### config.mk
export PLATFORM = sky130hd
export DESIGN_NAME = ex_mem_latch
export DESIGN_NICKNAME = d
export VERILOG_FILES = /design/src/rtl/ex_mem_latch.sv
export SDC_FILE = /design/constraint.sdc
export NUM_CORES = 1
export LEC_CHECK = 0
export CORE_MARGIN = 4
export CORE_UTILIZATION = 42
export CTS_BUF_LIST = sky130_fd_sc_hd__clkbuf_8
export DETAILED_ROUTE_END_ITERATION = 16
export GPL_TIMING_DRIVEN = 0
export PLACE_DENSITY = 0.88
export SETUP_SLACK_MARGIN = 0.1
export SLEW_MARGIN = 15
export SYNTH_ARGS = -nofsm -noshare
export SYNTH_HDL_FRONTEND = slang
export SYNTH_SLANG_ARGS = --single-unit
### constraint.sdc
create_clock -name clk -period 5.1 [get_ports clk]
set_input_delay 1.02 -clock clk [delete_from_list [all_inputs] [get_ports clk]]
set_output_delay 1.02 -clock clk [all_outputs]
set_load 0.05 [all_outputs]
### src/rtl/ex_mem_latch.sv
// EX/MEM pipeline register with stall/flush control, forward-hit detection
// against the instruction in EX, and a saturating bubble counter.
`default_nettype none

module ex_mem_latch #(
    parameter int DATA_W = 32,
    parameter int CNT_W  = 16
) (
    input  logic              clk,
    input  logic              rst,
    input  logic              stall,
    input  logic              flush,
    input  logic              in_valid,
    input  logic [1:0]        ctlwb_in,
    input  logic [2:0]        ctlm_in,
    input  logic [DATA_W-1:0] adder_in,
    input  logic              aluzero_in,
    input  logic [DATA_W-1:0] aluout_in,
    input  logic [DATA_W-1:0] readdat2_in,
    input  logic [4:0]        muxout_in,
    input  logic [4:0]        idex_rs,
    input  logic [4:0]        idex_rt,
    input  logic              clr_cnt,
    output logic              out_valid,
    output logic [1:0]        wb_ctlout,
    output logic              branch,
    output logic              memread,
    output logic              memwrite,
    output logic [DATA_W-1:0] add_result,
    output logic              zero,
    output logic [DATA_W-1:0] alu_result,
    output logic [DATA_W-1:0] rdata2out,
    output logic [4:0]        five_bit_muxout,
    output logic              fwd_rs,
    output logic              fwd_rt,
    output logic [CNT_W-1:0]  bubble_cnt
);

    localparam logic [CNT_W-1:0] c_CNT_ONE = {{(CNT_W-1){1'b0}}, 1'b1};

    logic              r_valid;
    logic [1:0]        r_wb;
    logic [2:0]        r_m;
    logic [DATA_W-1:0] r_add;
    logic              r_zero;
    logic [DATA_W-1:0] r_alu;
    logic [DATA_W-1:0] r_rdat2;
    logic [4:0]        r_dst;
    logic [CNT_W-1:0]  r_cnt;

    logic w_load;
    logic w_bubble;
    logic w_dst_live;

    assign w_load   = !flush && !stall;
    // A bubble is either an explicit flush or a load of a non-instruction.
    assign w_bubble = flush || (w_load && !in_valid);

    // Pipeline payload: flush clears only validity/control, data holds.
    always_ff @(posedge clk or posedge rst) begin
        if (rst) begin
            r_valid <= 1'b0;
            r_wb    <= 2'b00;
            r_m     <= 3'b000;
            r_add   <= '0;
            r_zero  <= 1'b0;
            r_alu   <= '0;
            r_rdat2 <= '0;
            r_dst   <= 5'd0;
        end else if (flush) begin
            r_valid <= 1'b0;
            r_wb    <= 2'b00;
            r_m     <= 3'b000;
        end else if (!stall) begin
            r_valid <= in_valid;
            r_wb    <= in_valid ? ctlwb_in : 2'b00;
            r_m     <= in_valid ? ctlm_in : 3'b000;
            r_add   <= adder_in;
            r_zero  <= aluzero_in;
            r_alu   <= aluout_in;
            r_rdat2 <= readdat2_in;
            r_dst   <= muxout_in;
        end
    end

    // clr_cnt wins over both increment and stall.
    always_ff @(posedge clk or posedge rst) begin
        if (rst) begin
            r_cnt <= '0;
        end else if (clr_cnt) begin
            r_cnt <= '0;
        end else if (w_bubble && !(&r_cnt)) begin
            r_cnt <= r_cnt + c_CNT_ONE;
        end
    end

    // Register 0 is hardwired and must never be forwarded.
    assign w_dst_live = r_valid && r_wb[1] && (r_dst != 5'd0);

    assign fwd_rs          = w_dst_live && (r_dst == idex_rs);
    assign fwd_rt          = w_dst_live && (r_dst == idex_rt);
    assign out_valid       = r_valid;
    assign wb_ctlout       = r_wb;
    assign branch          = r_m[2];
    assign memread         = r_m[1];
    assign memwrite        = r_m[0];
    assign add_result      = r_add;
    assign zero            = r_zero;
    assign alu_result      = r_alu;
    assign rdata2out       = r_rdat2;
    assign five_bit_muxout = r_dst;
    assign bubble_cnt      = r_cnt;

endmodule

`default_nettype wire
==> reports/summary.txt <==
share of the yosys chip area belonging to registers: 61.1%
DP HPWL: 11,200 µm
Yosys top cell area share: 61.1%
Max IR drop VDD: 301 µV
PwrDens: 367 nW/µm²
end-of-flow core utilization: 70.0%
initial antenna violation count: 0
CP Data Arrival Time: 3.07 ns
FFs w/ async S/R, synth: 100%
Critical Path Most Common Cell: clkdlybuf4s50_1
wl on met1: 5150 µm
GRT Util Overall: 21.2%
fillers: 817
RSZ-0062 raised after global routing: false
routability cong.: 0.837
initial DRC count: 270
routed length per instance: 18.5 µm
Hold-fix buffers, CTS: 0
Area growth syn-to-layout: 60.1%
critical path buffer and inverter count: 2
adder-cell share of the synthesized area: 0.246%
Min-Delay Path Class: flip-flop to flip-flop
fmax: 244 MHz
largest net degree at the start of global routing: 81
vias in the first global route: 4,482
CTS root buf: clkbuf_8
fin crit period: 4.09 ns
WL final: 14,500 µm
drc violations: 0
Starting Density: 43.7%
Synth Area in Compound Gates: 4.24%
Chip Height: 118 µm
Tcrit/Tclk final: 80.2%
max-cap viol count: 0
Resize count post-CTS: 0
Cells after Synth: 359
diode count: 0
CTS max path bufs: 2
CP peak stage delay: 0.90 ns
main combinational cell family by area after synthesis: multiplexers
final worst slack: 1.01 ns
met2 wire len: 7440 µm
# placed instances: 750
Highest Signal Layer: met4
simple-gate share of the synthesized area: 7.88%
Hold Vio Cnt, Final: 0
critical path, cell by cell: clkdlybuf4s50_1, xnor2_1, nand3_1, nor4_1, clkdlybuf4s50_1
Site Rows: 39
met3 wire len: 1340 µm
xor and xnor area share after synthesis: 1.72%
Setup CP Type: input port to primary output
Syn Std Cell Area: 5080 µm²
final instance area: 8130 µm²
CP startpoint kind: input port
global-route wire length before repair: 23,300 µm
pre-CTS setup slack: 1.01 ns
DRT Pass-1 Iters: 4
Synth area leaders: dfrtp_1 (61%), mux2_2 (23%), a21oi_1 (1.6%)
Slew Limit Fails: 0
final instance count without filler cells: 782
number of library cell types mapped by synthesis: 39
Yosys reg bits: 124
CTS buffer count: 17
Post-Syn Nets: 483
die area: 13,900 µm²
DIE WIDTH: 118 µm
Worst EP required: 4.08 ns
ys flop type: dfrtp_1
port bufs: 247
total core area: 11,600 µm²
Yosys top cell by area: dfrtp_1
post-synthesis mux area share: 23.0%
clock-pin slew of the registers on the worst-case setup and hold paths: 0.07 ns
clk_lat worst skew: 0.43 ns
cell leakage power: 3.31 nW
Slew headroom: 39.4%
outcome: completed
Placed Area: 7760 µm²
Max Clock Skew: 0.00790 ns
Max FO, Critical Path: 1
CTS tree: built
Synth Warn #: 0
CP top delay family: buffers and inverters
Sinks on Clock Net: 124
layout cells sized above 1: 23.8%
Setup Fix Bufs, Post-CTS: 0
H-tree levels: 4
total gr overflow: 0
Setup violations, final: 0
Vias/cell: 5.13
Post-synth EDFFs: 0
Final ANT Viol Nets: 0
via count: 4,010
I/O pins: 249
Avg Inst Size Synth: 14.1 µm²
Slowest cell on crit path: clkdlybuf4s50_1
worst-margin pin slew: 0.900 ns
Layout Nets: 750
Crit. End Element: primary output
[stage by stage]
step	power [mW]	setup TNS [ns]	hold WS [ns]
detailed placement	2.22	0	0.495
global route	3.12	0	0.515
finish	2.99	0	0.506
floorplan	1.80	0	0.759
CTS	3.02	0	0.509
global placement	2.20	-100.29	0.489
[per-layer routing]
metal / up-vias / GRT usage (%)
met2: 198 / 36.4
met4: 0 / 10.5
met3: 38 / 9.13
met5: - / 0
li1: 1835 / -
met1: 1939 / 22.2
[power by group]
part / internal (mW) / switching [mW] / total [mW]
Clock: 0.419 / 0.368 / 0.787
Sequential: 1.11 / 0.0778 / 1.19
Combinational: 0.402 / 0.612 / 1.01
Total: 1.93 / 1.06 / 2.99
[synthesized netlist by cell type, types with 2 or more instances]
library cell,count
dfrtp_1,124
mux2_2,103
a21oi_1,16
nor2_1,13
nand2_1,11
buf_2,8
nand3_1,7
o31ai_1,7
or4_1,7
xnor2_1,6
inv_1,5
nand4_1,4
nor3_1,4
nor4_1,4
xor2_1,4
nand2b_1,3
nor2b_1,3
o21ai_0,3
or3_1,3
a211oi_1,2
a22oi_1,2
buf_1,2
clkbuf_1,2
[area by class of cell]
| cell class | instances | area [µm²] | share of cell area (%) |
|---|---|---|---|
| flip-flops and latches | 124 | 3100 | 38.2 |
| clock inverters | 8 | 40.0 | 0.492 |
| clock buffers | 24 | 330 | 4.06 |
| well taps | 143 | 179 | 2.20 |
| multi-input cells | 216 | 1890 | 23.2 |
| repair buffers | 248 | 2500 | 30.7 |
| inverters | 5 | 23.8 | 0.292 |
| plain buffers | 14 | 71.3 | 0.877 |
[path summary, 6_finish.rpt]
kind                       cells past startpoint                        from                          to  slack, ns
max                                            5                  idex_rs[3]                      fwd_rs       1.01
min                                            1  alu_result[24]$_DFFE_PP0N_  alu_result[24]$_DFFE_PP0N_       0.51
max reg2reg                                    5   bubble_cnt[0]$_DFFE_PP0P_   bubble_cnt[8]$_DFFE_PP0P_       3.03
min reg2reg                                    1  alu_result[24]$_DFFE_PP0N_  alu_result[24]$_DFFE_PP0N_       0.51
max in group asynchronous                      3                         rst   add_result[5]$_DFFE_PP0N_       3.37
min in group asynchronous                      2                         rst  bubble_cnt[11]$_DFFE_PP0P_       1.00
[layout by cell type (no fill, tap or decap), types with 2 or more instances in the layout]
| cell type | n |
|---|---|
| o31ai_1 | 7 |
| buf_2 | 8 |
| clkbuf_1 | 2 |
| a21oi_1 | 16 |
| inv_1 | 6 |
| or4_1 | 7 |
| o21ai_0 | 3 |
| nor2_1 | 13 |
| or3_1 | 3 |
| a211oi_1 | 2 |
| xnor2_1 | 6 |
| nand2b_1 | 3 |
| clkdlybuf4s50_1 | 247 |
| buf_1 | 2 |
| clkbuf_8 | 24 |
| xor2_1 | 4 |
| nor2b_1 | 3 |
| nor4_1 | 4 |
| nand4_1 | 4 |
| mux2_2 | 103 |
| a22oi_1 | 2 |
| nand2_1 | 11 |
| clkinv_2 | 5 |
| dfrtp_1 | 124 |
| nor3_1 | 4 |
| nand3_1 | 7 |
[cell families (layout without fill, tap and decap cells)]
kind of cell    Yosys count  count (layout)
fa+ha+maj                 1               1
mux                     104             104
buf+inv                  19             299
flops                   124             124
compound gates           34              34
simple gates             67              67
xor+xnor                 10              10
[worst register-to-register path, delay by kind of cell, from the launching register on]
kind                       cells  cell delay, ns
AOI/OAI and AO/OA              1            0.06
adders and majority gates      1            0.28
DFF                            1            0.44
and+or+nand+nor                3            1.17
[flip-flops by register name (all words and copies together), names as in the netlist]
register         cells
add_result          32
alu_result          32
bubble_cnt          16
five_bit_muxout      5
out_valid            1
r_m                  3
rdata2out           32
wb_ctlout            2
zero                 1
Power figures use the tool's default switching activity.
